## src/rtl/quiz_pkg.sv

```systemverilog
// Shared types for the quiz-buzzer arbiter.
// Holds the arbiter state encoding and the default channel count.
package quiz_pkg;

   typedef enum logic [1:0] {
      IDLE   = 2'd0,
      ARMED  = 2'd1,
      LOCKED = 2'd2
   } arb_state_t;

   localparam int CH_DEFAULT = 4;

endpackage

```

## src/rtl/btn_debounce.sv

```systemverilog
// One contestant button: 2-flop synchronizer plus stable-level debouncer.
// rise pulses for one cycle when the debounced level goes 0->1.
module btn_debounce #(
   parameter int DB_CYCLES = 1000000,
   parameter int DB_W      = 20
) (
   input  logic clk,
   input  logic rst,
   input  logic raw,
   output logic level,
   output logic rise
);

   localparam logic [DB_W-1:0] LIMIT = DB_W'(DB_CYCLES);

   logic            s1;
   logic            s2;
   logic [DB_W-1:0] cnt;
   logic [DB_W-1:0] cnt_inc;

   assign cnt_inc = cnt + DB_W'(1);

   always_ff @(posedge clk) begin
      if (rst) begin
         s1    <= 1'b0;
         s2    <= 1'b0;
         cnt   <= '0;
         level <= 1'b0;
         rise  <= 1'b0;
      end else begin
         s1   <= raw;
         s2   <= s1;
         rise <= 1'b0;
         // any sample matching the accepted level restarts the count
         if (s2 == level) begin
            cnt <= '0;
         end else if (cnt_inc == LIMIT) begin
            cnt   <= '0;
            level <= s2;
            rise  <= s2;
         end else begin
            cnt <= cnt_inc;
         end
      end
   end

endmodule

```

## src/rtl/press_arbiter.sv

```systemverilog
// First-press quiz arbiter: debounced buttons, IDLE/ARMED/LOCKED FSM.
// Define FOUL_DETECT_EN to flag and exclude false starts made in IDLE.
module press_arbiter
   import quiz_pkg::*;
#(
   parameter int CH        = CH_DEFAULT,
   parameter int DB_CYCLES = 1000000,
   parameter int DB_W      = 20
) (
   input  logic          clk,
   input  logic          rst,
   input  logic [CH-1:0] btn_raw,
   input  logic          arm,
   input  logic          clear,
   output logic [CH-1:0] press,
   output logic          press_valid,
   output logic          locked,
   output logic [CH-1:0] foul,
   output logic          buzz_req
);

   arb_state_t state;
   arb_state_t state_nxt;

   logic [CH-1:0] lvl;
   logic [CH-1:0] rise;
   logic [CH-1:0] ev;
   logic [CH-1:0] elig;
   logic [CH-1:0] winner;
   logic [CH-1:0] press_q;
   logic [CH-1:0] press_nxt;
   logic [CH-1:0] foul_q;
   logic          pv_q;
   logic          pv_nxt;

   for (genvar g = 0; g < CH; g++) begin : g_btn
      btn_debounce #(
         .DB_CYCLES (DB_CYCLES),
         .DB_W      (DB_W)
      ) u_db (
         .clk   (clk),
         .rst   (rst),
         .raw   (btn_raw[g]),
         .level (lvl[g]),
         .rise  (rise[g])
      );
   end

   assign ev     = rise & lvl;
   assign elig   = ev & ~foul_q;
   // isolate lowest set bit: lowest index wins a tie
   assign winner = elig & (~elig + CH'(1));

`ifdef FOUL_DETECT_EN
   always_ff @(posedge clk) begin
      if (rst || clear) begin
         foul_q <= '0;
      end else if (state == IDLE) begin
         foul_q <= foul_q | ev;
      end
   end
`else
   assign foul_q = '0;
`endif

   always_ff @(posedge clk) begin
      if (rst) begin
         state   <= IDLE;
         press_q <= '0;
         pv_q    <= 1'b0;
      end else begin
         state   <= state_nxt;
         press_q <= press_nxt;
         pv_q    <= pv_nxt;
      end
   end

   always_comb begin
      state_nxt = state;
      press_nxt = press_q;
      pv_nxt    = 1'b0;
      unique case (state)
         IDLE: begin
            if (arm && !clear) begin
               state_nxt = ARMED;
            end
         end
         ARMED: begin
            // clear outranks a same-cycle event
            if (!arm) begin
               state_nxt = IDLE;
            end else if (!clear && (|winner)) begin
               state_nxt = LOCKED;
               press_nxt = winner;
               pv_nxt    = 1'b1;
            end
         end
         LOCKED: begin
            if (clear) begin
               state_nxt = IDLE;
               press_nxt = '0;
            end
         end
         default: begin
            state_nxt = IDLE;
            press_nxt = '0;
         end
      endcase
   end

   assign press       = press_q;
   assign press_valid = pv_q;
   assign buzz_req    = pv_q;
   assign locked      = (state == LOCKED);
   assign foul        = foul_q;

endmodule

```

## config.mk

```make
export PLATFORM = sky130hd
export DESIGN_NAME = press_arbiter
export DESIGN_NICKNAME = d
export VERILOG_FILES = /design/src/rtl/quiz_pkg.sv /design/src/rtl/btn_debounce.sv /design/src/rtl/press_arbiter.sv
export SDC_FILE = /design/constraint.sdc
export NUM_CORES = 1
export LEC_CHECK = 0
export BUFFER_PORTS_ARGS = -buffer_cell sky130_fd_sc_hd__buf_2
export CAP_MARGIN = 10
export CORE_ASPECT_RATIO = 0.75
export CORE_UTILIZATION = 45
export CTS_BUF_LIST = sky130_fd_sc_hd__clkbuf_2 sky130_fd_sc_hd__clkbuf_4 sky130_fd_sc_hd__clkbuf_8
export DETAILED_ROUTE_END_ITERATION = 8
export PLACE_DENSITY = 0.65
export SLEW_MARGIN = 20
export SYNTH_ARGS = -nofsm -noshare
export SYNTH_HDL_FRONTEND = slang
export SYNTH_HIERARCHICAL = 1
export SYNTH_SLANG_ARGS = --single-unit
```

## constraint.sdc

```tcl
create_clock -name clk -period 3.15 [get_ports clk]
set_input_delay 0.1575 -clock clk [delete_from_list [all_inputs] [get_ports clk]]
set_output_delay 0.1575 -clock clk [all_outputs]
set_load 0.03 [all_outputs]
```

==> reports/results.ini, run 1 <==
[power_and_ir_drop]
leakagePower_nw=1.87
pwr-share-comb_pct=1.8
power.density_nw_per_um2=387
share_seq_of_total_power_pct=57.2
p_int_mw=1.83
ir_worst_vdd_uv=176
power_switching_mw=0.465
clock_power_share_pct=41.1
netSwitchingFraction_pct=20.3

[placement]
portBuffers=14
hpwl_um=7870
gp_congestion=0.826

[routing]
drtIter0Drc=388
drtPass1Iterations=5
wirelength_um=11000
num_vias=4387
avgRoutedWirePerCell_um=13.8
drc=0
vias_per_cell=5.49
antenna_left=0

[outcome]
outcome=complete, no violations

[clock_tree]
cts_root_buffer=clkbuf_8
cts_buffers=9
cts_tree=done
clk_path_buf_depth=2
clk_latency_ns=0.36
clock-sinks=103
ctsHtreeMaxLevel=3
clkTransAtPathRegs_ns=0.09
post_cts_buffers=0

[synth]
synth_flop_cell=dfxtp_1
synth_cell_types=53
synth-async-reset-ratio_pct=0
synth-seq-cells=103
synth-edff-count=0
seq_area_frac_synth_pct=37.7
synthesis.instances=620
syn_area_um2=5480
yosysWarnings=6
syn-mean-instance-area_um2=8.83

[critical_path]
cp_common_cell=nor3_1
crit_arrival_ns=2.93
crit_slowest_cell=nor4_4
crit_path_end_kind=flip-flop
path_class=reg2reg
slowest_delay_ns=0.53
cp_cell_sequence=ha_1 -> nand4_2 -> nor3_1 -> nand4_1 -> a221o_1 -> nor4_4 -> nor3_1
crit_fanout=7
crit_path_start_kind=flip-flop
critPathRequiredTime_ns=3.37

[floorplanning]
ioPinCount=19
die_w_um=129
die_y_um=97.5
rows=34
die-area_um2=12600
core_um2=11700
start_util_pct=46.6

[sta]
slew_headroom_pct=47.1
tightestPinTransition_ns=0.794
final-hold-violation-count=0
finalCriticalPeriod_ns=2.72
fin_hold_ws_ns=0.0180
setup-tns-final_ns=0
post-route-period-util_pct=86.3
max_freq_mhz=368
grt_setup_unrepaired=no
drv_slew=0
finalSetupViolCount=0
clock_skew_ns=0.00718

[finish]
drive_above_1_share_pct=11.8
area_growth_pct=8.25
diodes=0
fin_nets=645

[global_routing]
first_global_vias=3969
grt_max_degree=28
overflow=0
antenna_found_initial=0
grt_pass1_wl_um=18900
grtUsageTotal_pct=18.5

[min_path]
min_path_type=in2reg

[flow_run]
maxCapViolCount=0

-- critical path: cells and delay by family (launching register included) --
| family | cells | cell delay [ns] |
|---|---|---|
| flip-flops | 1 | 0.43 |
| adder cells (fa/ha/maj) | 1 | 0.27 |
| AO/OA/AOI/OAI | 1 | 0.44 |
| AND/OR/NAND/NOR | 5 | 1.44 |
-- cell families (layout without fill, tap and decap cells) --
kind of cell | Yosys count | after routing | synth area share, %
multiplexers | 8 | 8 | 1.46
other | 1 | 4 | 0.0685
AO/OA/AOI/OAI | 98 | 98 | 13.7
adder cells (fa/ha/maj) | 4 | 4 | 0.914
buffers and inverters | 38 | 52 | 2.95
XOR/XNOR | 56 | 56 | 8.96
AND/OR/NAND/NOR | 312 | 312 | 34.3
flip-flops | 103 | 103 | 37.7
-- sequential cells by signal (all words and copies together), names as in the netlist --
name	flops
g_btn.u_db/rise	4
g_btn.u_db/s2	4
g_btn.u_db/cnt	80
press	4
buzz_req	1
g_btn.u_db/s1	4
state	2
g_btn.u_db/level	4
-- per-stage QoR --
| step | total power, mW | utilization (%) | std cells | setup WS, ns | cell area, um^2 |
|---|---|---|---|---|---|
| 2_1_floorplan | 1.37 | - | 623 | 0.876 | 5490 |
| 3_3_place_gp | 1.38 | 48.4 | 782 | 0.552 | 5680 |
| 3_5_place_dp | 1.38 | 48.4 | 782 | 0.471 | 5680 |
| 4_1_cts | 2.33 | 50.5 | 799 | 0.450 | 5930 |
| 5_1_grt | 2.39 | 50.5 | 799 | 0.239 | 5930 |
| 6_report | 2.30 | 50.5 | 799 | 0.432 | 5930 |
-- path summary, 6_finish.rpt --
check,from,slack [ns],depth (start not counted),endpoint
max,g_btn[1].u_db/cnt[0],0.43,7,g_btn[1].u_db/cnt[9]
min,btn_raw[2],0.02,2,g_btn[2].u_db/s1
max reg2reg,g_btn[1].u_db/cnt[0],0.43,7,g_btn[1].u_db/cnt[9]
min reg2reg,g_btn[1].u_db/s1,0.44,1,g_btn[1].u_db/s2
-- what timing repair did --
item,CTS,global route
gates resized for setup,0,0
endpoints found under the setup margin,0,0
hold buffers,2,0
endpoints found under the hold margin,2,0
-- Yosys cell counts (all sizes together), types with 9 or more instances --
master	number	area (um^2)
nand2b	20	125
xor2	24	210
xnor2	32	280
and3	13	81.3
dfxtp	103	2060
o21ai	13	65.1
nand3	27	205
nor3	56	280
buf	9	52.6
or3	12	75.1
nor2	71	267
nand4	18	138
a21oi	15	78.8
inv	21	78.8
nand2	33	124
nor4	20	270
-- power groups by stage --
stage / Combinational, mW / Clock, mW / Sequential, mW
final: 0.0405 / 0.942 / 1.31
after global routing: 0.0453 / 1.03 / 1.31
after CTS: 0.0411 / 0.980 / 1.31
after detailed placement: 0.0392 / 0 / 1.34
after global placement: 0.0386 / 0 / 1.34
after floorplan: 0.0301 / 0 / 1.34
-- layout by cell type, fill, tap and decap left out, types with 5 or more instances in the layout --
master	n
buf_2	14
nor4_4	8
nor3b_1	8
nand4_1	14
dfxtp_1	103
and2_1	8
and3_1	13
nand3_1	19
clkbuf_8	12
o22ai_1	5
o21a_1	8
mux2i_1	8
a211o_1	8
nor4_1	8
or2_2	8
nand2_1	33
nand2b_1	20
o21ai_0	9
xnor2_1	32
nor2b_1	8
or3_1	12
xor2_1	24
inv_1	21
a21oi_1	14
nor2_1	71
nor3_1	56
-- layer usage --
metal | vias up | global-route usage [%] | wire length, um
met1 | 2031 | 27.2 | 5870
met4 | 0 | 4.89 | 74
met3 | 4 | 4.19 | 401
li1 | 2275 | - | -
met2 | 77 | 26.9 | 4640
met5 | - | 0 | 0
-- layout make-up --
type	instances	area (um^2)
Clock inverter	3	65.1
Tap cell	162	203
Fill cell	1116	5810
Inverter	21	78.8
Sequential cell	103	2060
Timing Repair Buffer	16	90.1
Clock buffer	12	165
Multi-Input combinational cell	482	3260
Note: power is estimated with default switching activity, not from simulation.
==> inputs of run 2 (changes only) <==
Settings changed: PLACE_DENSITY 0.65 to not set, PLACE_DENSITY_LB_ADDON set to 0.2.
==> run 2 against run 1 <==
Effect of this change: via count increased by 2.1%; combinational power increased by 5.2%; core utilization grew 0.075 points; sequential power barely moved; die area is the same; count of clock-buffer cells in the layout shrank 3; worst hold slack better by 0.021 ns; clock power shrank 2%; final area increased by 0.15%.
==> reports/results.ini, run 2 (same netlist as run 1, synthesis figures left out) <==
[outcome]
outcome=complete, no violations

[finish]
area_growth_pct=8.41
fin_area_um2=5940  ; +0.15%
diodes=0  ; unchanged
regArea_um2=2060  ; unchanged
largest_reg_flops=80  ; unchanged
fin_nets=647  ; +0.31%
fin_cells=802  ; +0.38%
final_common_cell=dfxtp_1
multi_input_area_um2=3260  ; unchanged
mostFrequentLayoutCells=dfxtp_1, nor2_1, nor3_1, nand2_1, xnor2_1
drive_above_1_share_pct=11.9  ; +0.10 points
top_register=g_btn.u_db/cnt
fillers=1111  ; -0.45%

[routing]
vias_per_cell=5.58  ; +1.7%
drtPass1Iterations=5  ; unchanged
drtIter0Drc=408  ; +5.2%
wirelength_um=11200  ; +1.5%
drc=0  ; unchanged
avgRoutedWirePerCell_um=13.9  ; +1.1%
antenna_left=0  ; unchanged
num_vias=4477  ; +2.1%

[global_routing]
overflow=0  ; unchanged
met2_usage_pct=28.4  ; +1.5 points
grt_max_degree=28  ; unchanged
grt_busiest_layer=met2
antenna_found_initial=0  ; unchanged
grtUsageMet1_pct=27.9  ; +0.73 points
first_global_vias=4156  ; +4.7%
grtUsageTotal_pct=19.3  ; +0.81 points
grt_pass1_wl_um=19600  ; +4.0%
globalRouteMet3Util_pct=4.13  ; -0.055 points

[critical_path]
crit_buf_inv=0  ; unchanged
crit_path_end_kind=flip-flop
timing.rr.start=g_btn[1].u_db/cnt[0]
path_delay_family=simple AND/OR/NAND/NOR gates
cp_common_cell=nor3_1
cp_cell_sequence=ha_1 -> nand4_2 -> nor3_1 -> nand4_1 -> a221o_1 -> nor4_4 -> nor3_1
path_class=reg2reg
crit_arrival_ns=2.97  ; +0.04 ns
slowest_delay_ns=0.54  ; about the same
crit_path_start_kind=flip-flop
cp-startpoint=g_btn[1].u_db/cnt[0]
crit_fanout=7  ; unchanged
critPathRequiredTime_ns=3.39  ; +0.02 ns
r2r_slack_ns=0.42  ; about the same
crit_slowest_cell=nor4_4

[sta]
clock_skew_ns=0.0106  ; +0.00340 ns
tightestPinTransition_ns=0.818  ; +0.0243 ns
final-hold-violation-count=0  ; unchanged
slew_headroom_pct=45.4  ; -1.6 points
drv_slew=0  ; unchanged
setup-tns-final_ns=0  ; unchanged
fin_ws_ns=0.419  ; -0.0131 ns
post-route-period-util_pct=86.7  ; +0.42 points
grt_setup_unrepaired=no
finalCriticalPeriod_ns=2.73  ; +0.0131 ns
max_freq_mhz=366  ; -0.48%
finalSetupViolCount=0  ; unchanged

[clock_tree]
clkTransAtPathRegs_ns=0.10  ; about the same
post_cts_buffers=0  ; unchanged
clock-sinks=103  ; unchanged
clk_latency_ns=0.38  ; +0.02 ns
cts_tree=done
cts_root_buffer=clkbuf_8
ctsHtreeMaxLevel=3  ; unchanged
clk_path_buf_depth=2  ; unchanged
cts_buffers=9  ; unchanged

[placement]
hpwl_um=7950  ; +1.1%
dp.cells=782  ; unchanged
place_ws_ns=0.454  ; -0.0174 ns
placed_area_um2=5680  ; unchanged
portBuffers=14  ; unchanged
gp_congestion=0.846  ; +2.5%

[flow_run]
maxCapViolCount=0  ; unchanged

[floorplanning]
die_y_um=97.5  ; unchanged
die_w_um=129  ; unchanged
ioPinCount=19  ; unchanged
start_util_pct=46.6  ; unchanged
core_um2=11700  ; unchanged
die-area_um2=12600  ; unchanged
rows=34  ; unchanged

[min_path]
min_path_type=in2reg
hp-start=arm

[power_and_ir_drop]
ir_worst_vdd_uv=206  ; +17%
finalPower_mw=2.28  ; -0.59%
leakagePower_nw=1.88  ; +0.28%
power.density_nw_per_um2=384  ; -0.74%

-- run 2: cell count changes in the layout (fill, tap and decap cells not counted), sizes merged --
cell	before	now
inv	21	23
dlygate4sd3	2	4
clkinv	1	3
clkbuf	12	9
-- run 2: worst reg2reg max path: stages, from the launching register on --
cell	delay [ns]
dfxtp_1	0.44
ha_1	0.28
nand4_2	0.21
nor3_1	0.39
nand4_1	0.16
a221o_1	0.46
nor4_4	0.54
nor3_1	0.10
-- run 2: layer usage --
layer	part of all wire, %	wire (um)
met1	53	5910
met2	41	4620
met3	4.4	496
met4	1.1	125
met5	0	0
-- run 2: metrics by stage --
stage,hold WS [ns],util [%]
4_1_cts,0.0259,50.6
3_5_place_dp,0.369,48.4
3_3_place_gp,0.386,48.4
2_1_floorplan,0.229,-
5_1_grt,0.0221,50.6
6_report,0.0393,50.6
-- run 2: final timing paths --
path,end,cells past startpoint
worst max-delay path,g_btn[1].u_db/cnt[6],7
worst min-delay path,state[0],2
worst max register to register,g_btn[1].u_db/cnt[6],7
worst min register to register,g_btn[0].u_db/s2,1
-- run 2: timing repair --
item                                    in CTS  in global routing
endpoints found under the setup margin       0                  0
hold buffers                                 4                  0
resized for setup                            0                  0
endpoints found under the hold margin        4                  0
-- run 2: power breakdown --
group          internal [mW]  leakage [nW]  switching [mW]
logic                 0.0165         0.932          0.0261
clock network          0.452         0.115           0.474
registers               1.31         0.831         0.00506
total                   1.78          1.88           0.506
-- run 2: area by class of cell --
class,instances,share of cell area [%]
inverter,21,1.33
clock buffer,9,2.09
tap,162,3.41
sequential,103,34.7
timing repair buffer,18,1.85
multi-input combinational,482,55.0
clock inverter,7,1.60
